==> src/rtl/instruction_fetch.sv <==
`default_nettype none
// +----------------------------------------------------------------------------+
// | Module      : instruction_fetch                                            |
// | Description : Pipeline fetch stage. It drives the PC to a combinational ROM |
// |               and registers the returned word into IF/ID. It also handles   |
// |               stall, redirect and halt.                                     |
// |               Optional counter: define FETCH_PERF_CNT_EN to add the 32-bit  |
// |               fetch_count output.                                           |
// | Revision    : 1.0 - initial release                                        |
// +----------------------------------------------------------------------------+
module instruction_fetch #(
  parameter int                PC_W     = 16,
  parameter int                INSTR_W  = 9,
  parameter int                OPC_W    = 5,
  parameter logic [PC_W-1:0]   RESET_PC = PC_W'(1),
  parameter logic [OPC_W-1:0]  HALT_OP  = 5'b11010
) (
  input  logic               clk,
  input  logic               rst,
  output logic [PC_W-1:0]    pc,
  input  logic [INSTR_W-1:0] instruction,
  input  logic               stall,
  input  logic               branch_taken,
  input  logic [PC_W-1:0]    branch_target,
  output logic               if_valid,
  output logic [INSTR_W-1:0] if_instr,
  output logic [PC_W-1:0]    if_pc,
  output logic               halted
`ifdef FETCH_PERF_CNT_EN
  ,
  output logic [31:0]        fetch_count
`endif
);

  typedef enum logic [0:0] {
    S_RUN    = 1'b0,
    S_HALTED = 1'b1
  } state_t;

  state_t               r_state;
  state_t               w_state_nxt;
  logic [PC_W-1:0]      r_pc;
  logic [PC_W-1:0]      w_pc_nxt;
  logic                 r_if_valid;
  logic                 w_if_valid_nxt;
  logic [INSTR_W-1:0]   r_if_instr;
  logic [INSTR_W-1:0]   w_if_instr_nxt;
  logic [PC_W-1:0]      r_if_pc;
  logic [PC_W-1:0]      w_if_pc_nxt;
  logic                 w_is_halt;

  assign w_is_halt = (instruction[INSTR_W-1 -: OPC_W] == HALT_OP);

  always_ff @(posedge clk) begin
    if (rst) begin
      r_state    <= S_RUN;
      r_pc       <= RESET_PC;
      r_if_valid <= 1'b0;
      r_if_instr <= '0;
      r_if_pc    <= '0;
    end else begin
      r_state    <= w_state_nxt;
      r_pc       <= w_pc_nxt;
      r_if_valid <= w_if_valid_nxt;
      r_if_instr <= w_if_instr_nxt;
      r_if_pc    <= w_if_pc_nxt;
    end
  end

  // A redirect outranks stall and halt: the word on the ROM bus is wrong-path.
  always_comb begin
    w_state_nxt    = r_state;
    w_pc_nxt       = r_pc;
    w_if_valid_nxt = r_if_valid;
    w_if_instr_nxt = r_if_instr;
    w_if_pc_nxt    = r_if_pc;
    if (branch_taken) begin
      w_state_nxt    = S_RUN;
      w_pc_nxt       = branch_target;
      w_if_valid_nxt = 1'b0;
    end else if (!stall) begin
      case (r_state)
        S_RUN: begin
          w_if_instr_nxt = instruction;
          w_if_pc_nxt    = r_pc;
          w_if_valid_nxt = 1'b1;
          if (w_is_halt) begin
            w_state_nxt = S_HALTED;
          end else begin
            w_pc_nxt = r_pc + PC_W'(1);
          end
        end
        S_HALTED: begin
          w_if_valid_nxt = 1'b0;
        end
        default: begin
          w_state_nxt = S_RUN;
        end
      endcase
    end
  end

  assign pc       = r_pc;
  assign if_valid = r_if_valid;
  assign if_instr = r_if_instr;
  assign if_pc    = r_if_pc;
  assign halted   = (r_state == S_HALTED);

`ifdef FETCH_PERF_CNT_EN
  logic [31:0] r_fetch_count;
  logic        w_fetch_accept;

  assign w_fetch_accept = (r_state == S_RUN) && !branch_taken && !stall;

  always_ff @(posedge clk) begin
    if (rst) begin
      r_fetch_count <= '0;
    end else if (w_fetch_accept) begin
      r_fetch_count <= r_fetch_count + 32'd1;
    end
  end

  assign fetch_count = r_fetch_count;
`endif

endmodule
`default_nettype wire

==> config.mk <==
export PLATFORM = sky130hd
export DESIGN_NAME = instruction_fetch
export DESIGN_NICKNAME = d
export VERILOG_FILES = /design/src/rtl/instruction_fetch.sv
export SDC_FILE = /design/constraint.sdc
export NUM_CORES = 1
export LEC_CHECK = 0
export BUFFER_PORTS_ARGS = -buffer_cell sky130_fd_sc_hd__buf_4
export CAP_MARGIN = 20
export CORE_ASPECT_RATIO = 0.75
export CORE_MARGIN = 2
export CORE_UTILIZATION = 52
export CTS_CLUSTER_SIZE = 24
export DETAILED_ROUTE_END_ITERATION = 6
export GPL_TIMING_DRIVEN = 0
export PLACE_DENSITY = 0.84
export REMOVE_ABC_BUFFERS = 1
export SETUP_SLACK_MARGIN = 0.02
export SYNTH_ARGS = -nofsm -noshare
export SYNTH_HDL_FRONTEND = slang
export SYNTH_SLANG_ARGS = --single-unit
==> constraint.sdc <==
create_clock -name clk -period 2.9 [get_ports clk]
set_input_delay 0.58 -clock clk [delete_from_list [all_inputs] [get_ports clk]]
set_output_delay 0.58 -clock clk [all_outputs]
set_load 0.01 [all_outputs]
### Word level (Yosys, flattened, before mapping)

Cells that the tools add are included.

* register bits: 43
* input bits: 29
* output and inout bits: 43
* word-level logic and storage cells: 23

* add/subtract/negate cells: 1
* bitwise logic cells: 3
* reduce and logical (&&, ||, !) cells: 3
* muxes and demuxes: 7
* eq/ne operators: 4

Operators by type and width (number)
* two-way mux 16 bit: 4
* adder 16 x 1 -> 16 bit (second input constant): 1
* AND reduction 3 bit: 2
* == test 5 bit (second input constant): 1
* inequality test 2 bit (second input constant): 2
* inverter 1 bit: 3
* two-way mux 1 bit: 2
* inequality test 2 x 1 -> 1 bit (second input constant): 1
* case mux 1 bit (2 select lines): 1
* OR reduction 2 bit: 1

### Depth between registers and ports, before layout

Gate-level depths: netlist of run 1.

* word-level depth: 5
* mapped depth: 6
* mapped depth without buffers: 5

### Worst setup path after synthesis of run 1

Ideal clock, no wire load.

* kind: input to register
* start point: input instruction[4]
* end point: register r_pc[6], in the netlist pc[6]
* data arrival time: 1.742 ns
* cell stages on the path: 4
* data required time: 2.809 ns
* library setup time: 0.091 ns
* buffers on the path: 1
* slack: 1.067 ns
* path through: clkbuf_1 o21ai_2 or4_1 a311oi_1

* longest elaborated chain between the ends: 3

RTL lines
* from (decl): RTL line 21 `input logic [INSTR_W-1:0] instruction,`
* == test 5 bit: RTL line 52 `assign w_is_halt = (instruction[INSTR_W-1 -: OPC_W] == HALT_OP);`
* inequality test 2 bit (no source line)
* AND reduction 3 bit (no source line)
* to (signal assigned): RTL line 63 `r_pc <= w_pc_nxt;`
* to (decl): RTL line 42 `logic [PC_W-1:0] r_pc;`

Every way passes these cells.
A chain may end at the register's enable or synchronous reset.

### Final worst setup path of run 1

* start point: register r_pc[0], in the netlist pc[0]
* end point: register r_pc[14], in the netlist pc[14]

* longest elaborated chain between the ends: 5

RTL lines
* adder 16 x 1 -> 16 bit: RTL line 90 `w_pc_nxt = r_pc + PC_W'(1);`
* two-way mux 16 bit: RTL line 87 `if (w_is_halt) begin`
* two-way mux 16 bit: RTL line 82 `case (r_state)`
* two-way mux 16 bit: RTL line 81 `end else if (!stall) begin`
* two-way mux 16 bit: RTL line 77 `if (branch_taken) begin`

Every way passes these cells. The select of a mux whose other input is x is not followed.

==> results.toml, run 1 <==
[global_routing]
grt_pass1_vias = 1724
antenna_found_initial = 0
grt_max_degree = 45
grt_usage_pct = 24.8
grt_pass1_wl_um = 7920
overflow = 0

[place]
port_buffers = 71
hpwl_um = 3350
place_congestion = 0.839
placed_area_um2 = 2430
dp_worst_setup_slack_ns = 0.753
place_inst = 331

[worst_setup_path]
start_kind = "flop"
path_class = "reg2reg"
crit_arrival_ns = 2.05
worstPathRequired_ns = 3.07
cp_max_fo = 9
cp-end-kind = "flop"

[routing]
drt_iter0_markers = 129
wl_met3_um = 378
routed.top_layer = "met4"
wl_per_cell_um = 14.2
postRouteAntennaNets = 0
dr.pass1.iters = 4
drc = 0
routed_wl_um = 4830
dr_total_vias = 1891
drt-met1-wl_um = 2180
vias_per_cell = 5.58
met2_length_um = 2230

[synthesis]
async_reset_ff_share_pct = 0
ys_types = 39
avgSynthCellArea_um2 = 8.05
synth_edf_count = 0
ys_ff_latch = 43
seq_area_frac_synth_pct = 45.9
yosys_warnings = 0
syn_area_um2 = 1880
synth_top_area_share_pct = 45.9
synth_top_area_cell = "dfxtp_1"
ys.flop_type = "dfxtp_1"
synthCells = 233
synth.area.top_cells = "dfxtp_1 (46%), nand2_1 (11%), a21oi_1 (7.5%), clkbuf_1 (2.8%), a311oi_1 (2.8%)"

[die]
die_h_um = 56.0
fp.dieW_um = 73.3
rows = 18
io_pins = 72
core_um2 = 3380
initial_core_util_pct = 55.5
dieArea_um2 = 4110

[sta]
rsz0062_at_grt = "no"
worstMarginPinSlew_ns = 0.907
fmax_mhz = 533
finalWorstSetupSlack_ns = 1.02
period_share_pct = 64.7
finalCriticalPeriod_ns = 1.88
hold_viol = 0
maxSlewHeadroom_pct = 39.6
slew_viol_final = 0
setup_tns_ns = 0
setup_viol = 0
fin_skew_ns = 0.00761

[cells_and_area]
stdcell_area_um2 = 2510
fill_cells = 277
fin_util_pct = 74.4
drive_gt1_share_pct = 28.4
mostFrequentLayoutCell = "buf_4"
fin_cells = 339
diodes = 0
multi_input_area_um2 = 933
register_area_um2 = 861
final_cell_mix = "buf_4 (71), nand2_1 (56), dfxtp_1 (43), a21oi_1 (28), nor2_1 (11)"
area_delta_synth_final_pct = 34.1
nets = 328

[clock_tree]
cts_max_path_buffers = 2
post_cts_buffers = 0
cts_tree = "done"
cts_made_buffers = 5
cts-root-buf = "clkbuf_8"
clock-sinks = 43
holdBufCountCts = 0
clk_latency_ns = 0.30
ctsHtreeMaxLevel = 2
cts_resized = 0
path_clk_slew_ns = 0.08

[run_status]
outcome = "complete, no violations"

[power_and_ir_drop]
vdd_drop_max_v = 0.000472
power.density_nw_per_um2 = 481
leakagePower_nw = 1.01

[job]
cap_violations = 0

[hold_path]
hold_class = "reg2reg"
[cell families (layout without fill, tap and decap cells)]
| kind of cell | count (synthesis) | in the layout | synth area share [%] |
|---|---|---|---|
| buffers and inverters | 23 | 89 | 4.60 |
| and+or+nand+nor | 98 | 98 | 23.9 |
| DFF | 43 | 43 | 45.9 |
| xor gates and xnor gates | 7 | 7 | 3.27 |
| adders and majority gates | 1 | 1 | 0.667 |
| AOI/OAI and AO/OA | 61 | 61 | 21.6 |
[layer usage]
layer  up-vias  GRT usage, %
li1        952             -
met1       857          33.4
met2        76          37.8
met3         6          8.33
met4         0          6.75
met5         -             0
[worst max-delay path: stages (launching register included)]
cell,delay [ns]
dfxtp_1,0.46
ha_1,0.24
nand3_1,0.28
nor4_1,0.49
xnor2_1,0.18
o22ai_1,0.10
[per-stage QoR]
step | power [W] | hold slack [ns]
after floorplan | 0.000740 | 0.474
after global placement | 0.000846 | 0.442
after detailed placement | 0.000854 | 0.447
after CTS | 0.00122 | 0.458
after global routing | 0.00127 | 0.477
final | 0.00121 | 0.457
[sequential cells by signal, indices dropped and copies added (netlist names)]
name      cells
if_pc        16
pc           16
if_instr      9
halted        1
if_valid      1
[cell usage after synthesis, drive strengths merged (5+ instances only)]
master	count
clkbuf	14
o21ai	5
or3	5
a311oi	6
nor2	12
nand2	56
a21oi	28
dfxtp	43
nor3	5
xnor2	5
inv	8
[final cells by class]
class / instances / share of cell area [%]
Clock buffer: 6 / 2.89
Multi-Input combinational cell: 167 / 37.1
Timing Repair Buffer: 73 / 22.1
Inverter: 8 / 1.19
Sequential cell: 43 / 34.2
Tap cell: 40 / 1.99
Clock inverter: 2 / 0.498
[final timing paths]
path | slack, ns | depth (start not counted) | endpoint | startpoint
worst max-delay path | 1.02 | 5 | pc[14] | pc[0]
worst min-delay path | 0.46 | 2 | if_pc[6] | if_pc[6]
worst max register to register | 1.02 | 5 | pc[14] | pc[0]
worst min register to register | 0.46 | 2 | if_pc[6] | if_pc[6]
[report_power, final]
part / switching (W) / internal, W
sequential: 0.0000329 / 0.000620
combinational: 0.0000958 / 0.0000932
clock: 0.000199 / 0.000168
Power figures use the tool's default switching activity.
==> inputs of run 2 (changes only) <==
--- a/config.mk
+++ b/config.mk
@@ -9,11 +9,11 @@
 export CAP_MARGIN = 20
 export CORE_ASPECT_RATIO = 0.75
 export CORE_MARGIN = 2
-export CORE_UTILIZATION = 52
+export CORE_UTILIZATION = 48
 export CTS_CLUSTER_SIZE = 24
 export DETAILED_ROUTE_END_ITERATION = 6
 export GPL_TIMING_DRIVEN = 0
-export PLACE_DENSITY = 0.84
+export PLACE_DENSITY = 0.79
 export REMOVE_ABC_BUFFERS = 1
 export SETUP_SLACK_MARGIN = 0.02
 export SYNTH_ARGS = -nofsm -noshare
==> constraint.sdc (replaced) <==
create_clock -name clk -period 1.8 [get_ports clk]
set_input_delay 0.36 -clock clk [delete_from_list [all_inputs] [get_ports clk]]
set_output_delay 0.36 -clock clk [all_outputs]
set_load 0.01 [all_outputs]
==> run 2 against run 1 <==
Sequential cell count unchanged. Cell area up 2.2%. Non-clock buffer count unchanged. Worst setup slack worse by 0.92 ns. Clock power up 63%. Worst hold slack worse by 0.16 ns. Critical path type unchanged. Critical endpoint is now pc[15]. Largest cell class unchanged.
==> results.toml, run 2 (synthesis results as in run 1) <==
[worst_setup_path]
crit_arrival_ns = 1.90
worstPathRequired_ns = 2.01
start_kind = "flop"
cp_max_fo = 7
cp_cell_sequence = "and4_4 > o2111ai_4 > or4_1 > a311oi_2"
cp-end-kind = "flop"
path_class = "reg2reg"
slowest_delay_ns = 0.52
critPathSlowestCell = "or4_1"

[routing]
drt_iter0_markers = 94
routed_wl_um = 4820
vias_per_cell = 5.29
wl_per_cell_um = 13.7
postRouteAntennaNets = 0
dr.pass1.iters = 4
dr_total_vias = 1858
drc = 0

[global_routing]
grt_pass1_vias = 1679
grt_usage_pct = 22.7
grt_max_degree = 45
grt_pass1_wl_um = 8020
overflow = 0
antenna_found_initial = 0

[place]
port_buffers = 71
hpwl_um = 3330
place_inst = 342
place_congestion = 0.803
dp_worst_setup_slack_ns = -0.190

[clock_tree]
ctsHtreeMaxLevel = 2
cts_max_path_buffers = 2
cts_made_buffers = 5
clk_latency_ns = 0.29
clock-sinks = 43
cts_tree = "done"
cts-root-buf = "clkbuf_8"
holdBufCountCts = 0
path_clk_slew_ns = 0.08

[cells_and_area]
drive_gt1_share_pct = 33.4
nets = 328
mostFrequentLayoutCell = "buf_4"
area_delta_synth_final_pct = 37.1
diodes = 0
register_area_um2 = 880
fill_cells = 340
fin_cells = 351
multi_input_area_um2 = 960
final_cell_mix = "buf_4 (72), nand2_1 (56), dfxtp_1 (32), a21oi_1 (28), nor2_1 (11)"

[die]
core_um2 = 3710
rows = 19
die_h_um = 58.1
initial_core_util_pct = 50.6
io_pins = 72
dieArea_um2 = 4430
fp.dieW_um = 76.2

[hold_path]
hold_class = "in2reg"

[sta]
whs_ns = 0.302
finalWorstSetupSlack_ns = 0.108
setup_viol = 0
fin_skew_ns = 0.00212
finalCriticalPeriod_ns = 1.69
worstMarginPinSlew_ns = 0.750
fmax_mhz = 591
maxSlewHeadroom_pct = 49.7
period_share_pct = 94.0
slew_viol_final = 0
hold_viol = 0
rsz0062_at_grt = "no"
setup_tns_ns = 0

[power_and_ir_drop]
leakagePower_nw = 1.01
vdd_drop_max_v = 0.000488
power.density_nw_per_um2 = 761

[job]
cap_violations = 0

[run_status]
outcome = "complete, no violations"
## run 2: path summary, 6_finish.rpt
kind | start | end | slack [ns] | depth (start not counted)
min | instruction[3] | if_instr[3] | 0.30 | 3
max reg2reg | pc[1] | pc[15] | 0.11 | 4
min reg2reg | if_pc[13] | if_pc[13] | 0.46 | 2
max | pc[1] | pc[15] | 0.11 | 4
## run 2: worst max-delay path: cells and delay by family, from the launching register on
family / cells / cell delay, ns
and+or+nand+nor: 2 / 0.79
DFF: 1 / 0.38
AOI/OAI and AO/OA: 2 / 0.43
## run 2: metal layers
| layer | share of wire [%] | vias to the layer above | global-route usage [%] |
|---|---|---|---|
| met2 | 44 | 62 | 36.0 |
| met3 | 6.4 | 4 | 5.30 |
| met1 | 49 | 844 | 31.5 |
| met4 | 0.69 | 0 | 6.23 |
| li1 | - | 948 | - |
| met5 | 0 | - | 0 |
## run 2: area by class of cell
class                   instances  share of cell area [%]
multi-input cells             167                    37.3
inverters                       8                    1.17
clock inverters                 2                   0.487
well taps                      52                    2.53
repair buffers                 73                    21.5
clock buffers                   6                    2.82
flip-flops and latches         43                    34.2
## run 2: through the flow
| stage | total power [W] | utilization (%) | area [um^2] |
|---|---|---|---|
| 2_1_floorplan | 0.00119 | - | 1820 |
| 3_3_place_gp | 0.00136 | 65.2 | 2420 |
| 3_5_place_dp | 0.00137 | 65.6 | 2430 |
| 4_1_cts | 0.00197 | 68.5 | 2540 |
| 5_1_grt | 0.00206 | 69.3 | 2570 |
| 6_report | 0.00196 | 69.3 | 2570 |
## run 2: report_power, final
group	total (W)	switching, W	internal [W]	leakage [nW]
registers	0.00105	0.0000513	0.00100	0.356
logic	0.000306	0.000155	0.000151	0.613
clock network	0.000599	0.000328	0.000271	0.0412
total	0.00196	0.000534	0.00142	1.01
## run 2: repair_timing
action / 4_1_cts / 5_1_grt
resized for setup: 7 / 12
hold endpoints to repair: 0 / 0
buffers inserted: 1 / 0
pin swaps: 1 / 1
endpoints found under the setup margin: 5 / 7
